## config.mk

```make
export PLATFORM = sky130hd
export DESIGN_NAME = mult_seq_ctrl
export DESIGN_NICKNAME = d
export VERILOG_FILES = /design/src/rtl/mult_ctrl_pkg.sv /design/src/rtl/mult_iter_counter.sv /design/src/rtl/mult_seq_ctrl.sv
export SDC_FILE = /design/constraint.sdc
export NUM_CORES = 1
export LEC_CHECK = 0
export CAP_MARGIN = 20
export CELL_PAD_IN_SITES_DETAIL_PLACEMENT = 2
export CELL_PAD_IN_SITES_GLOBAL_PLACEMENT = 2
export CORE_UTILIZATION = 28
export DETAILED_ROUTE_END_ITERATION = 12
export PLACE_DENSITY = 0.93
export SLEW_MARGIN = 10
export SYNTH_ARGS = -nofsm -noshare
export SYNTH_HDL_FRONTEND = slang
export SYNTH_SLANG_ARGS = --single-unit
```

## constraint.sdc

```tcl
create_clock -name Clk -period 2.8 [get_ports Clk]
set_input_delay 0.28 -clock Clk [delete_from_list [all_inputs] [get_ports Clk]]
set_output_delay 0.28 -clock Clk [all_outputs]
set_load 0.005 [all_outputs]
```

## src/rtl/mult_ctrl_pkg.sv

```systemverilog
// mult_ctrl_pkg
// Shared definitions for the shift-add multiplier control slice:
//   - state_t : FSM state enum with a fixed 3-bit encoding
//   - DEFAULT_WIDTH : default multiplier operand width (iterations)
//   - min_cnt_w() : smallest iteration-counter width able to hold WIDTH
package mult_ctrl_pkg;

    localparam int DEFAULT_WIDTH = 16;

    typedef enum logic [2:0] {
        IDLE  = 3'd0,
        LOAD  = 3'd1,
        CHECK = 3'd2,
        ADD   = 3'd3,
        SHIFT = 3'd4,
        DONE  = 3'd5
    } state_t;

    // The counter must reach WIDTH itself (value shown in DONE),
    // so it needs 2**w > WIDTH.
    function automatic int min_cnt_w(input int width);
        return $clog2(width + 1);
    endfunction

endpackage

```

## src/rtl/mult_iter_counter.sv

```systemverilog
// mult_iter_counter
// Iteration counter for the shift-add multiplier sequencer.
// Ports:
//   Clk   in   clock, rising edge
//   rst   in   asynchronous active-high reset (count -> 0)
//   clear in   synchronous clear (priority over inc)
//   inc   in   advance count by one
//   term  out  count == WIDTH-1 (the current SHIFT is the last one)
//   count out  iterations completed, CNT_W bits
module mult_iter_counter
    import mult_ctrl_pkg::*;
#(
    parameter int WIDTH = DEFAULT_WIDTH,
    parameter int CNT_W = 8
) (
    input  logic             Clk,
    input  logic             rst,
    input  logic             clear,
    input  logic             inc,
    output logic             term,
    output logic [CNT_W-1:0] count
);

    if (CNT_W < min_cnt_w(WIDTH)) begin : g_cnt_w_check
        $error("mult_iter_counter: CNT_W too small for WIDTH");
    end

    always_ff @(posedge Clk or posedge rst) begin
        if (rst) begin
            count <= '0;
        end else if (clear) begin
            count <= '0;
        end else if (inc) begin
            count <= count + CNT_W'(1);
        end
    end

    assign term = (count == CNT_W'(WIDTH - 1));

endmodule

```

## src/rtl/mult_seq_ctrl.sv

```systemverilog
// mult_seq_ctrl
// Control FSM for a shift-add multiplier (acc += mcand; mcand <<= 1;
// mplier >>= 1). Runs WIDTH iterations of CHECK -> [ADD] -> SHIFT after a
// LOAD, then pulses Done for one cycle. All outputs are Moore decodes of
// the state register; Iter comes straight from the counter register.
// Build option: define EARLY_EXIT_EN to finish as soon as the multiplier
// register reaches zero (MulZero seen in CHECK); otherwise MulZero is ignored.
// Ports:
//   Clk, rst      clock (rising) / asynchronous active-high reset
//   Start         request, only honoured in IDLE
//   Abort         synchronous cancel from any state, highest priority
//   Lsb, MulZero  multiplier register status from the datapath
//   LoadRegs, ClearAcc, AddEn, ShiftEn  datapath strobes
//   Busy          high outside IDLE
//   Done          one-cycle completion pulse
//   Iter          iterations completed in the current operation
module mult_seq_ctrl
    import mult_ctrl_pkg::*;
#(
    parameter int WIDTH = DEFAULT_WIDTH,
    parameter int CNT_W = 8
) (
    input  logic             Clk,
    input  logic             rst,
    input  logic             Start,
    input  logic             Abort,
    input  logic             Lsb,
    input  logic             MulZero,
    output logic             LoadRegs,
    output logic             ClearAcc,
    output logic             AddEn,
    output logic             ShiftEn,
    output logic             Busy,
    output logic             Done,
    output logic [CNT_W-1:0] Iter
);

    state_t state_q;
    state_t state_nxt;
    logic   cnt_clear;
    logic   cnt_inc;
    logic   cnt_term;

`ifndef EARLY_EXIT_EN
    logic unused_mulzero;
    assign unused_mulzero = MulZero;
`endif

    always_ff @(posedge Clk or posedge rst) begin
        if (rst) begin
            state_q <= IDLE;
        end else begin
            state_q <= state_nxt;
        end
    end

    always_comb begin
        state_nxt = state_q;
        LoadRegs  = 1'b0;
        ClearAcc  = 1'b0;
        AddEn     = 1'b0;
        ShiftEn   = 1'b0;
        Busy      = 1'b1;
        Done      = 1'b0;

        case (state_q)
            IDLE: begin
                Busy = 1'b0;
                if (Start) state_nxt = LOAD;
            end
            LOAD: begin
                LoadRegs  = 1'b1;
                ClearAcc  = 1'b1;
                state_nxt = CHECK;
            end
            CHECK: begin
`ifdef EARLY_EXIT_EN
                // Remaining multiplier bits are all zero: nothing left to add.
                if (MulZero)  state_nxt = DONE;
                else if (Lsb) state_nxt = ADD;
                else          state_nxt = SHIFT;
`else
                if (Lsb) state_nxt = ADD;
                else     state_nxt = SHIFT;
`endif
            end
            ADD: begin
                AddEn     = 1'b1;
                state_nxt = SHIFT;
            end
            SHIFT: begin
                ShiftEn   = 1'b1;
                state_nxt = cnt_term ? DONE : CHECK;
            end
            DONE: begin
                Done      = 1'b1;
                state_nxt = IDLE;
            end
            default: begin
                Busy      = 1'b0;
                state_nxt = IDLE;
            end
        endcase

        // Abort overrides every transition, including IDLE -> LOAD.
        if (Abort) state_nxt = IDLE;
    end

    // Counter is cleared while in LOAD (so it reads 0 from the first CHECK)
    // and on Abort; otherwise it holds, which keeps Iter stable in IDLE.
    assign cnt_clear = Abort || (state_q == LOAD);
    assign cnt_inc   = (state_q == SHIFT);

    mult_iter_counter #(
        .WIDTH (WIDTH),
        .CNT_W (CNT_W)
    ) u_iter_counter (
        .Clk   (Clk),
        .rst   (rst),
        .clear (cnt_clear),
        .inc   (cnt_inc),
        .term  (cnt_term),
        .count (Iter)
    );

endmodule

```

==> summary.md <==
| Metric | Value |
|---|---|
| Status | complete, no violations |
| Relative slew slack | a little over two thirds |
| Period Utilization, post-route | approximately four fifths |
| Power per cell area | approximately 400 nW/um2 |
| Clock Sinks | 11 |
| Cell area after placement | 840 um2 |
| Vias | between 600 and 700 |
| Clock tree root buffer cell | clkbuf_4 |
| Longest Clk Path Bufs | 2 |
| Syn_area_per_cell | 8.84 um2 |
| Cell Area, Synth | between 600 and 700 um2 |
| Ports | 20 |
| Chip Width | between 50 and 60 um |
| Pleak | 0.000344 uW |
| Slowest library cell on the worst path | dfrtp_1 |
| TritonCTS clock tree | done |
| Synthesis Warnings | 0 |
| # port buffers | 18 |
| Synthesis-to-layout area growth | 30.6% |
| Setup CP Type | reg2out |
| Setup TNS | 0 ns |
| Largest net degree at the start of global routing | 15 |
| Routed Antenna Nets | 0 |
| CP Capture Type | output port |
| First-pass GRT wire length | roughly 3300 um |
| CP max FO | 14 |
| Mapped Nets | between 80 and 90 |
| Maximum vdd drop | roughly 0.22 mV |
| Worst path arrival time | ~2 ns |
| Worst Hold Class | in2async |
| Final Skew | approximately 0.0023 ns |
| Setup bufs post-CTS | 0 |
| Highest clock rate | approximately 440 MHz |
| Largest stage delay on the critical path | 0.54 ns |
| Synth cell types | 26 |
| Cts bufs inserted | 3 |
| Total wire length | between 1500 and 2000 um |
| Initial DRC Count | 10 |
| Fin crit period | 2.29 ns |
| Die ar. | ~2600 um2 |
| WP data required | between 2 and 3 ns |
| GR Util All Layers | approximately 18% |
| Total grt overflow | 0 |
| Syn Inst Count | 75 |
| Share of layout cells above drive strength 1 | under 10% |
| Final worst slack | just over 0.5 ns |
| RSZ-0062 raised after global routing | no |
| Avg WL per Cell | around 17 um |
| Post-cts resize count | 0 |
| Nets | 100 |
| Slew Viols, Final | 0 |
| Fin Hold WS | approximately 0.3 ns |
| ANT cells | 0 |
| Site Rows | 17 |
| Initial Util | between 20% and 30% |
| Hold Fails Final Rpt | 0 |
| DR pass1 iterations | 3 |
| Setup crit start kind | register |
| Post-route cell area | around 870 um2 |
| Routability cong. | around 0.74 |
| H-Tree Depth | 1 |
| CTS Hold Bufs | 0 |
| Via-to-Cell Ratio | 5.31 |
| Worst skew pair latency | roughly 0.28 ns |
| Pre-CTS setup slack | 0.821 ns |
| Sequential element share of the synthesized area | slightly above 40% |
| Filler instances | between 200 and 300 |
| Worst-Margin Slew | 0.448 ns |
| Final setup violation count | 0 |
| DP HPWL | between 1000 and 1500 um |
| Clock transition at path regs | 0.07 ns |
| DR DRC count | 0 |
| Max-Cap Viols | 0 |
| Worst-path cell chain | or3b_4 -> inv_1 -> clkdlybuf4s50_1 |
| Core area | around 2200 um2 |
| Chip height | 50.7 um |
| Vias in the first global route | 661 |
| Initial antenna violation count | 0 |
| Synthesis-stage register bit count | 11 |
-- worst paths after layout --
kind                                         startpoint                      end  slack (ns)  cells after the start
max in group asynchronous                           rst  u_iter_counter.count[2]        2.22                      2
min in group Clk                u_iter_counter.count[1]  u_iter_counter.count[1]        0.59                      2
worst min register to register  u_iter_counter.count[1]  u_iter_counter.count[1]        0.59                      2
worst max-delay path                         state_q[2]                  ShiftEn        0.51                      3
worst min-delay path                                rst               state_q[1]        0.29                      2
worst max register to register               state_q[2]  u_iter_counter.count[5]        1.01                      3
-- final cells by class --
cell class                 instances  area [um2]  share of cell area, %
timing repair buffer              18         180                   20.8
inverter                           6        22.5                   2.60
tap                               28        35.0                   4.05
clock buffer                       4        26.3                   3.03
sequential                        11         275                   31.8
multi-input combinational         53         327                   37.7
-- cell usage in the layout, fill, tap and decap left out, types with 3 or more instances in the layout --
cell and instances:
nand3b_1 3, nand3_1 3, dfrtp_1 11, nand2_1 5, inv_1 6, a21oi_1 11, clkdlybuf4s50_1 18, o21ai_0 5
or4_1 3, or3_1 3, clkbuf_4 3
-- registers in the layout (all words and copies together), names as in the netlist --
register,flops
u_iter_counter.count,8
state_q,3
-- cell families after synthesis --
kind of cell / synth area share (%)
AOI/OAI and AO/OA: 17.2
xor gates and xnor gates: 1.32
adders and majority gates: 1.89
buffers and inverters: 9.24
DFF: 41.5
muxes: 1.51
and+or+nand+nor: 27.4
-- worst max-delay path, delay by kind of cell, from the launching register on --
kind,cells,cell delay (ns)
DFF,1,0.54
buffers and inverters,2,0.69
and+or+nand+nor,1,0.51
-- synth_stat cells --
cell type	count	area, um2
nor3_1	2	10.0
nand2_1	5	18.8
o21ai_0	5	25.0
nand2b_1	2	12.5
nor2_1	2	7.51
mux2i_1	1	10.0
or3_1	3	18.8
buf_4	1	7.51
o31ai_1	2	15.0
a21oi_1	11	55.1
or4_1	3	22.5
or3b_4	1	11.3
o21ba_2	1	10.0
and3_1	2	12.5
nand3b_1	3	22.5
or3b_2	2	17.5
buf_2	1	5.00
xnor2_1	1	8.76
nor4_1	2	12.5
ha_1	1	12.5
inv_1	6	22.5
dfrtp_1	11	275
buf_6	2	22.5
nand3_1	3	15.0
clkbuf_1	1	3.75
a211o_1	1	8.76
-- power breakdown --
| part | switching, uW | internal [uW] | leakage, uW |
|---|---|---|---|
| combinational | 28.6 | 33.1 | 0.000176 |
| clock | 56.6 | 55.3 | 0.0000150 |
| sequential | 8.94 | 162 | 0.000152 |
| total | 94.1 | 251 | 0.000344 |
-- layer usage --
metal / vias up / wire, um / global-route usage, %
met4: 0 / 36 / 8.33
li1: 301 / - / -
met2: 14 / 1050 / 32.0
met1: 318 / 831 / 19.7
met5: - / 0 / 0
met3: 4 / 68 / 3.94
-- per-stage QoR --
step	power, uW	instances	util, %
2_1_floorplan	211	75	-
3_3_place_gp	231	116	38.0
3_5_place_dp	237	116	38.0
4_1_cts	352	120	39.1
5_1_grt	363	120	39.1
6_report	345	120	39.1
(Power assumes the default switching activity.)
